## config.mk

```make
export PLATFORM = sky130hd
export DESIGN_NAME = branch_resolve_queue_flat
export DESIGN_NICKNAME = d
export VERILOG_FILES = /design/src/rtl/brq_pkg.sv /design/src/rtl/brq_if.sv /design/src/rtl/brq_fifo.sv /design/src/rtl/branch_resolve_queue.sv /design/src/flat_wrapper.sv
export SDC_FILE = /design/constraint.sdc
export NUM_CORES = 1
export LEC_CHECK = 0
export ABC_AREA = 1
export BUFFER_PORTS_ARGS = -buffer_cell sky130_fd_sc_hd__buf_2
export CORE_MARGIN = 1.5
export CORE_UTILIZATION = 35
export CTS_CLUSTER_DIAMETER = 60
export DETAILED_ROUTE_END_ITERATION = 8
export PLACE_DENSITY = 0.49
export SKIP_CTS_REPAIR_TIMING = 1
export SYNTH_ARGS = -nofsm -noshare
export SYNTH_HDL_FRONTEND = slang
export SYNTH_SLANG_ARGS = --single-unit
```

## constraint.sdc

```tcl
create_clock -name clk -period 7.6 [get_ports clk]
set_input_delay 1.14 -clock clk [delete_from_list [all_inputs] [get_ports clk]]
set_output_delay 1.14 -clock clk [all_outputs]
set_load 0.005 [all_outputs]
```

## src/rtl/brq_pkg.sv

```systemverilog
// Shared types and constants for the branch resolve queue.
// The BRQ_STATS_EN build option is handled in the interface and top files.
package brq_pkg;

  localparam int BRQ_PC_W       = 32;
  localparam int BRQ_INSN_BYTES = 4;

  typedef struct packed {
    logic [BRQ_PC_W-1:0] pc;
    logic                pred;
    logic                pending;
  } brq_entry_t;

endpackage

```

## src/rtl/brq_if.sv

```systemverilog
// Bundle of the fetch, predictor and execute signals around the branch resolve queue.
// Defining BRQ_STATS_EN adds the statistics counter outputs.
interface brq_if #(
  parameter int DEPTH = 4,
  parameter int PC_W  = brq_pkg::BRQ_PC_W
);

  localparam int CNT_W = $clog2(DEPTH + 1);

  logic             fe_valid;
  logic [PC_W-1:0]  fe_pc;
  logic             fe_ready;
  logic             fe_pred_valid;
  logic             fe_pred_taken;
  logic             pred_request;
  logic             pred_prediction;
  logic             pred_result;
  logic             pred_taken;
  logic             ex_valid;
  logic             ex_taken;
  logic [PC_W-1:0]  ex_target;
  logic             mispredict;
  logic [PC_W-1:0]  redirect_pc;
  logic [CNT_W-1:0] count;
  logic             underflow;
`ifdef BRQ_STATS_EN
  logic [15:0]      stat_branches;
  logic [15:0]      stat_mispredicts;
`endif

  // The queue itself is the slave; fetch/predictor/execute collectively form the master.
  modport slave (
    input  fe_valid, fe_pc, pred_prediction, ex_valid, ex_taken, ex_target,
    output fe_ready, fe_pred_valid, fe_pred_taken, pred_request, pred_result,
           pred_taken, mispredict, redirect_pc, count, underflow
`ifdef BRQ_STATS_EN
    , output stat_branches, stat_mispredicts
`endif
  );

  modport master (
    output fe_valid, fe_pc, pred_prediction, ex_valid, ex_taken, ex_target,
    input  fe_ready, fe_pred_valid, fe_pred_taken, pred_request, pred_result,
           pred_taken, mispredict, redirect_pc, count, underflow
`ifdef BRQ_STATS_EN
    , input stat_branches, stat_mispredicts
`endif
  );

endinterface

```

## src/rtl/brq_fifo.sv

```systemverilog
// Circular entry store for in-flight branches: push at tail, pop at head,
// whole-queue flush, and a late write of the prediction bit into one slot.
module brq_fifo
  import brq_pkg::*;
#(
  parameter  int DEPTH = 4,
  parameter  int PC_W  = BRQ_PC_W,
  localparam int PTR_W = $clog2(DEPTH),
  localparam int CNT_W = $clog2(DEPTH + 1)
) (
  input  logic             clk,
  input  logic             rst_n,
  input  logic             push_i,
  input  logic [PC_W-1:0]  pushPc_i,
  input  logic             pop_i,
  input  logic             flush_i,
  input  logic             predWe_i,
  input  logic [PTR_W-1:0] predIdx_i,
  input  logic             pred_i,
  output brq_entry_t       head_o,
  output logic [PTR_W-1:0] tail_o,
  output logic [CNT_W-1:0] count_o
);

  brq_entry_t       entries_q [DEPTH];
  logic [PTR_W-1:0] headPtr_q;
  logic [PTR_W-1:0] tailPtr_q;
  logic [CNT_W-1:0] count_q;

  // DEPTH is a power of two, so pointer increments wrap on their own.
  always_ff @(posedge clk or negedge rst_n) begin
    if (!rst_n) begin
      headPtr_q <= '0;
      tailPtr_q <= '0;
      count_q   <= '0;
      for (int i = 0; i < DEPTH; i++) entries_q[i] <= '0;
    end else if (flush_i) begin
      headPtr_q <= '0;
      tailPtr_q <= '0;
      count_q   <= '0;
      for (int i = 0; i < DEPTH; i++) entries_q[i].pending <= 1'b0;
    end else begin
      if (predWe_i) begin
        entries_q[predIdx_i].pred    <= pred_i;
        entries_q[predIdx_i].pending <= 1'b0;
      end
      if (push_i) begin
        entries_q[tailPtr_q].pc      <= BRQ_PC_W'(pushPc_i);
        entries_q[tailPtr_q].pred    <= 1'b0;
        entries_q[tailPtr_q].pending <= 1'b1;
        tailPtr_q                    <= tailPtr_q + PTR_W'(1);
      end
      if (pop_i) headPtr_q <= headPtr_q + PTR_W'(1);
      if (push_i && !pop_i)      count_q <= count_q + CNT_W'(1);
      else if (pop_i && !push_i) count_q <= count_q - CNT_W'(1);
    end
  end

  assign head_o  = entries_q[headPtr_q];
  assign tail_o  = tailPtr_q;
  assign count_o = count_q;

endmodule

```

## src/rtl/branch_resolve_queue.sv

```systemverilog
// In-order tracker of fetched branches awaiting resolution; feeds the predictor and
// raises a registered redirect on mispredict. BRQ_STATS_EN adds resolve/mispredict counters.
module branch_resolve_queue
  import brq_pkg::*;
#(
  parameter  int DEPTH = 4,
  parameter  int PC_W  = BRQ_PC_W,
  localparam int PTR_W = $clog2(DEPTH),
  localparam int CNT_W = $clog2(DEPTH + 1)
) (
  input  logic clk,
  input  logic rst_n,
  brq_if.slave bus
);

  brq_entry_t       head;
  logic [PTR_W-1:0] tailPtr;
  logic [CNT_W-1:0] count;
  logic [PC_W-1:0]  headPc;
  logic             accept;
  logic             resolve;
  logic             headPred;
  logic             mismatch;

  logic             capValid_q,   capValid_d;
  logic [PTR_W-1:0] capPtr_q,     capPtr_d;
  logic             mispredict_q, mispredict_d;
  logic [PC_W-1:0]  redirectPc_q, redirectPc_d;
  logic             underflow_q,  underflow_d;
`ifdef BRQ_STATS_EN
  logic [15:0]      statBranches_q,    statBranches_d;
  logic [15:0]      statMispredicts_q, statMispredicts_d;
`endif

  assign accept   = bus.fe_valid && bus.fe_ready;
  assign resolve  = bus.ex_valid && (count != '0);
  assign headPc   = PC_W'(head.pc);
  // A head still waiting on its prediction takes it straight from the predictor.
  assign headPred = head.pending ? bus.pred_prediction : head.pred;
  assign mismatch = resolve && (headPred != bus.ex_taken);

  brq_fifo #(
    .DEPTH(DEPTH),
    .PC_W (PC_W)
  ) u_fifo (
    .clk      (clk),
    .rst_n    (rst_n),
    .push_i   (accept && !mismatch),
    .pushPc_i (bus.fe_pc),
    .pop_i    (resolve && !mismatch),
    .flush_i  (mismatch),
    .predWe_i (capValid_q),
    .predIdx_i(capPtr_q),
    .pred_i   (bus.pred_prediction),
    .head_o   (head),
    .tail_o   (tailPtr),
    .count_o  (count)
  );

  always_comb begin
    capValid_d   = accept && !mismatch;
    capPtr_d     = accept ? tailPtr : capPtr_q;
    mispredict_d = mismatch;
    redirectPc_d = redirectPc_q;
    underflow_d  = underflow_q;
    if (mismatch)
      redirectPc_d = bus.ex_taken ? bus.ex_target : headPc + PC_W'(BRQ_INSN_BYTES);
    if (bus.ex_valid && (count == '0))
      underflow_d = 1'b1;
`ifdef BRQ_STATS_EN
    statBranches_d    = statBranches_q;
    statMispredicts_d = statMispredicts_q;
    if (resolve && (statBranches_q != 16'hFFFF))
      statBranches_d = statBranches_q + 16'd1;
    if (mismatch && (statMispredicts_q != 16'hFFFF))
      statMispredicts_d = statMispredicts_q + 16'd1;
`endif
  end

  always_ff @(posedge clk or negedge rst_n) begin
    if (!rst_n) begin
      capValid_q   <= 1'b0;
      capPtr_q     <= '0;
      mispredict_q <= 1'b0;
      redirectPc_q <= '0;
      underflow_q  <= 1'b0;
`ifdef BRQ_STATS_EN
      statBranches_q    <= '0;
      statMispredicts_q <= '0;
`endif
    end else begin
      capValid_q   <= capValid_d;
      capPtr_q     <= capPtr_d;
      mispredict_q <= mispredict_d;
      redirectPc_q <= redirectPc_d;
      underflow_q  <= underflow_d;
`ifdef BRQ_STATS_EN
      statBranches_q    <= statBranches_d;
      statMispredicts_q <= statMispredicts_d;
`endif
    end
  end

  assign bus.fe_ready      = count < CNT_W'(DEPTH);
  assign bus.pred_request  = accept;
  assign bus.fe_pred_valid = capValid_q;
  assign bus.fe_pred_taken = capValid_q && bus.pred_prediction;
  assign bus.pred_result   = resolve;
  assign bus.pred_taken    = bus.ex_taken;
  assign bus.mispredict    = mispredict_q;
  assign bus.redirect_pc   = redirectPc_q;
  assign bus.count         = count;
  assign bus.underflow     = underflow_q;
`ifdef BRQ_STATS_EN
  assign bus.stat_branches    = statBranches_q;
  assign bus.stat_mispredicts = statMispredicts_q;
`endif

endmodule
```

## src/flat_wrapper.sv

```systemverilog
// flat-port wrapper written by rule: the top's interface ports become plain ports
module branch_resolve_queue_flat import brq_pkg::*;
#(
  parameter  int DEPTH = 4,
  parameter  int PC_W  = BRQ_PC_W,
  localparam int PTR_W = $clog2(DEPTH),
  localparam int CNT_W = $clog2(DEPTH + 1)
)
  (clk, rst_n, bus_fe_valid, bus_fe_pc, bus_pred_prediction, bus_ex_valid, bus_ex_taken, bus_ex_target, bus_fe_ready, bus_fe_pred_valid, bus_fe_pred_taken, bus_pred_request, bus_pred_result, bus_pred_taken, bus_mispredict, bus_redirect_pc, bus_count, bus_underflow);
  brq_if #(.DEPTH(DEPTH), .PC_W(PC_W)) bus_i ();
  input  logic clk;
  input  logic rst_n;
  input wire logic [$bits(bus_i.fe_valid)-1:0] bus_fe_valid;
  input wire logic [$bits(bus_i.fe_pc)-1:0] bus_fe_pc;
  input wire logic [$bits(bus_i.pred_prediction)-1:0] bus_pred_prediction;
  input wire logic [$bits(bus_i.ex_valid)-1:0] bus_ex_valid;
  input wire logic [$bits(bus_i.ex_taken)-1:0] bus_ex_taken;
  input wire logic [$bits(bus_i.ex_target)-1:0] bus_ex_target;
  output wire logic [$bits(bus_i.fe_ready)-1:0] bus_fe_ready;
  output wire logic [$bits(bus_i.fe_pred_valid)-1:0] bus_fe_pred_valid;
  output wire logic [$bits(bus_i.fe_pred_taken)-1:0] bus_fe_pred_taken;
  output wire logic [$bits(bus_i.pred_request)-1:0] bus_pred_request;
  output wire logic [$bits(bus_i.pred_result)-1:0] bus_pred_result;
  output wire logic [$bits(bus_i.pred_taken)-1:0] bus_pred_taken;
  output wire logic [$bits(bus_i.mispredict)-1:0] bus_mispredict;
  output wire logic [$bits(bus_i.redirect_pc)-1:0] bus_redirect_pc;
  output wire logic [$bits(bus_i.count)-1:0] bus_count;
  output wire logic [$bits(bus_i.underflow)-1:0] bus_underflow;
  assign bus_i.fe_valid = bus_fe_valid;
  assign bus_i.fe_pc = bus_fe_pc;
  assign bus_i.pred_prediction = bus_pred_prediction;
  assign bus_i.ex_valid = bus_ex_valid;
  assign bus_i.ex_taken = bus_ex_taken;
  assign bus_i.ex_target = bus_ex_target;
  assign bus_fe_ready = bus_i.fe_ready;
  assign bus_fe_pred_valid = bus_i.fe_pred_valid;
  assign bus_fe_pred_taken = bus_i.fe_pred_taken;
  assign bus_pred_request = bus_i.pred_request;
  assign bus_pred_result = bus_i.pred_result;
  assign bus_pred_taken = bus_i.pred_taken;
  assign bus_mispredict = bus_i.mispredict;
  assign bus_redirect_pc = bus_i.redirect_pc;
  assign bus_count = bus_i.count;
  assign bus_underflow = bus_i.underflow;
  branch_resolve_queue #(.DEPTH(DEPTH), .PC_W(PC_W)) u_core (.clk(clk), .rst_n(rst_n), .bus(bus_i));
endmodule
```

==> qor.yml <==
status: "finished clean"
fin_area_sq_um: 11400
syn_avg_cell_area_sq_um: 6.92
dpl_cell_area_sq_um: 10900
start_util_pct: 35.6
synth_area_leader_cell: "dfrtp_1"
grt_pass1_vias: 9229
syn-num-nets: 1553
dpl.hpwl_um: 20700
crit_family: "simple AND/OR/NAND/NOR gates"
drtAntennaViolNets: 0
fp.dieW_um: 174
wl_per_cell_um: 16.2
multi_input_area_sq_um: 4980
synth.most_common_cell: "nand2_1"
finalCriticalPeriod_ns: 3.78
worst_pin_slew_ns: 1.15
cts_tree: "done"
cts_sinks: 180
cp_cell_sequence: "buf_4 -> inv_6 -> nand2_1 -> nand3_1 -> nand2_1 -> nand2_1 -> nand3_1 -> nand3_2 -> nand2_4 -> inv_1 -> ha_1 -> fa_1 -> a21oi_1 -> o21ai_0 -> or2_2 -> nand3_1 -> inv_1"
vdd_drop_max_uv: 185
critical_path.endpoint: "u_core.u_fifo.count_o[2]"
finalSetupTns_ns: 0
synth_top_area_share_pct: 44.1
min_period_over_period_pct: 49.7
leakage_nw: 5.84
n_antenna_cell: 0
cts_made_buffers: 17
pin_count: 113
rr_worst_depth: 17
gp_congestion: 0.864
fill_cells: 3122
fmax_mhz: 265
cp-end-kind: "register"
async_reset_ff_share_pct: 100
cp_slowest_cell: "buf_4"
portBuffers: 112
vias_per_cell: 4.83
fin_worst_skew_ns: 0.0125
synthTopCellsByCount: "708 x nand2_1, 180 x dfrtp_1, 120 x o21ai_1"
ys_types: 32
die_height_um: 174
area_growth_pct: 12.0
rsz0062_at_grt: "false"
wirelength_um: 31500
synthCells: 1476
synth_seq_cells: 180
dieArea_sq_um: 30200
timing_hold_violations_final: 0
slowest_delay_ns: 0.64
root_buffer: "clkbuf_16"
cp-start-kind: "register"
cp.depth: 17
ys_seq_area_share_pct: 44.1
globalRouteOverflowTotal: 0
clk_latency_ns: 0.45
worst_hold_slack_ns: 0.473
vias: 9355
cp_max_fo: 79
path_clk_slew_ns: 0.07
power_density_nw_per_um2: 432
synth_flop_cell: "dfrtp_1"
p_total_mw: 4.95
drc: 0
drt_iter0_markers: 637
yosys_warnings: 0
hold_class: "reg2reg"
cts.path.max_buffers: 2
core-area_sq_um: 28700
htree_levels: 4
rrSetupSlack_ns: 3.82
synthesis.area_sq_um: 10200
fp-row-count: 62
critPathKind: "reg2reg"
antenna_found_initial: 0
drive_above_1_share_pct: 12.7
regArea_sq_um: 4510
synth_area_leaders: "dfrtp_1 44%, nand2_1 26%, o21ai_1 5.9%, nand3_1 5.5%, nor2_1 3.2%"
reg2reg_to: "u_core.u_fifo.count_o[2]"
hold_start: "u_core.bus.redirect_pc[22]"
worstReg2RegStart: "u_core.u_fifo.headPtr_q[0]"
slew_headroom_pct: 23.4
crit_arrival_ns: 4.12
path_buf_inv: 4
drtPass1Iterations: 5
cap_violations: 0
cp_data_required_time_ns: 7.94
grt_pass1_wl_um: 51100
crit_path_start: "u_core.u_fifo.headPtr_q[0]"
fin_util_pct: 39.9
nets: 1618
synth-edff-count: 0
grt_usage_pct: 21.6
timing.final.setup_violations: 0
grt_max_degree: 94
finalMaxSlewViolations: 0
sequential cells by signal, indices dropped and copies added (netlist names), 2 cells and up:
register / count
u_core.capPtr_q: 2
u_core.u_fifo.headPtr_q: 2
u_core.u_fifo.count_o: 3
u_core.u_fifo.entries_q: 136
u_core.bus.redirect_pc: 32
u_core.u_fifo.tail_o: 2
layout make-up:
| type | count | share of cell area [%] |
|---|---|---|
| Clock buffer | 19 | 3.78 |
| Sequential cell | 180 | 39.4 |
| Tap cell | 384 | 4.20 |
| Inverter | 64 | 2.14 |
| Clock inverter | 13 | 1.03 |
| Multi-Input combinational cell | 1151 | 43.5 |
| Timing Repair Buffer | 127 | 5.94 |
worst min-delay path by stage:
stage | end | slack [ns] | depth (start not counted)
floorplan | u_core.u_fifo.entries_q[75] | 0.45 | 2
global placement | u_core.bus.underflow | 0.45 | 1
detailed placement | u_core.bus.underflow | 0.46 | 1
CTS | u_core.bus.redirect_pc[22] | 0.48 | 2
global route | u_core.bus.redirect_pc[13] | 0.50 | 2
finish | u_core.bus.redirect_pc[22] | 0.47 | 2
worst register-to-register path, stage by stage, from the launching register on:
cell and delay [ns]:
dfrtp_2 0.34, buf_4 0.64, inv_6 0.40, nand2_1 0.15, nand3_1 0.09, nand2_1 0.10, nand2_1 0.07, nand3_1 0.11
nand3_2 0.12, nand2_4 0.28, inv_1 0.11, ha_1 0.25, fa_1 0.38, a21oi_1 0.14, o21ai_0 0.11, or2_2 0.28
nand3_1 0.08, inv_1 0.04
report_power, final:
| group | total, mW | internal, mW | switching [mW] |
|---|---|---|---|
| Clock | 0.864 | 0.432 | 0.432 |
| Combinational | 2.42 | 0.750 | 1.67 |
| Sequential | 1.66 | 1.41 | 0.256 |
per-stage QoR:
stage / setup slack, ns / std cells
detailed placement: 3.83 / 1906
global route: 3.52 / 1938
CTS: 3.81 / 1938
global placement: 3.85 / 1906
finish: 3.82 / 1938
floorplan: 4.11 / 1476
cell usage in the layout, fill, tap and decap left out, types with 4 or more instances in the layout:
| cell | count |
|---|---|
| nor2_2 | 15 |
| or2_2 | 4 |
| buf_4 | 15 |
| clkbuf_16 | 17 |
| nand3_2 | 4 |
| ha_1 | 6 |
| nand2_1 | 708 |
| dfrtp_1 | 178 |
| buf_2 | 111 |
| a2bb2oi_1 | 4 |
| nand2_2 | 5 |
| nand3_1 | 112 |
| inv_1 | 62 |
| inv_6 | 6 |
| o21ai_1 | 120 |
| nor2_1 | 86 |
| a21oi_1 | 14 |
| nor2_4 | 7 |
| o21ai_0 | 47 |
metal layers:
metal  routed length, um  vias up  track usage, %  share of wire [%]
met2               13900      170            34.0                 44
li1                    -     4791               -                  -
met5                   0        -               0                  0
met4                 360        0            4.96                1.1
met1               16000     4371            31.1                 51
met3                1220       23            3.50                3.9
kinds of logic after synthesis:
family          Yosys count  share of synthesized area (%)
fa+ha+maj                 7                          0.930
simple gates            945                           37.5
compound gates          196                           10.0
buf+inv                 145                           7.26
xor+xnor                  3                          0.257
flops                   180                           44.1
Power figures use the tool's default switching activity.
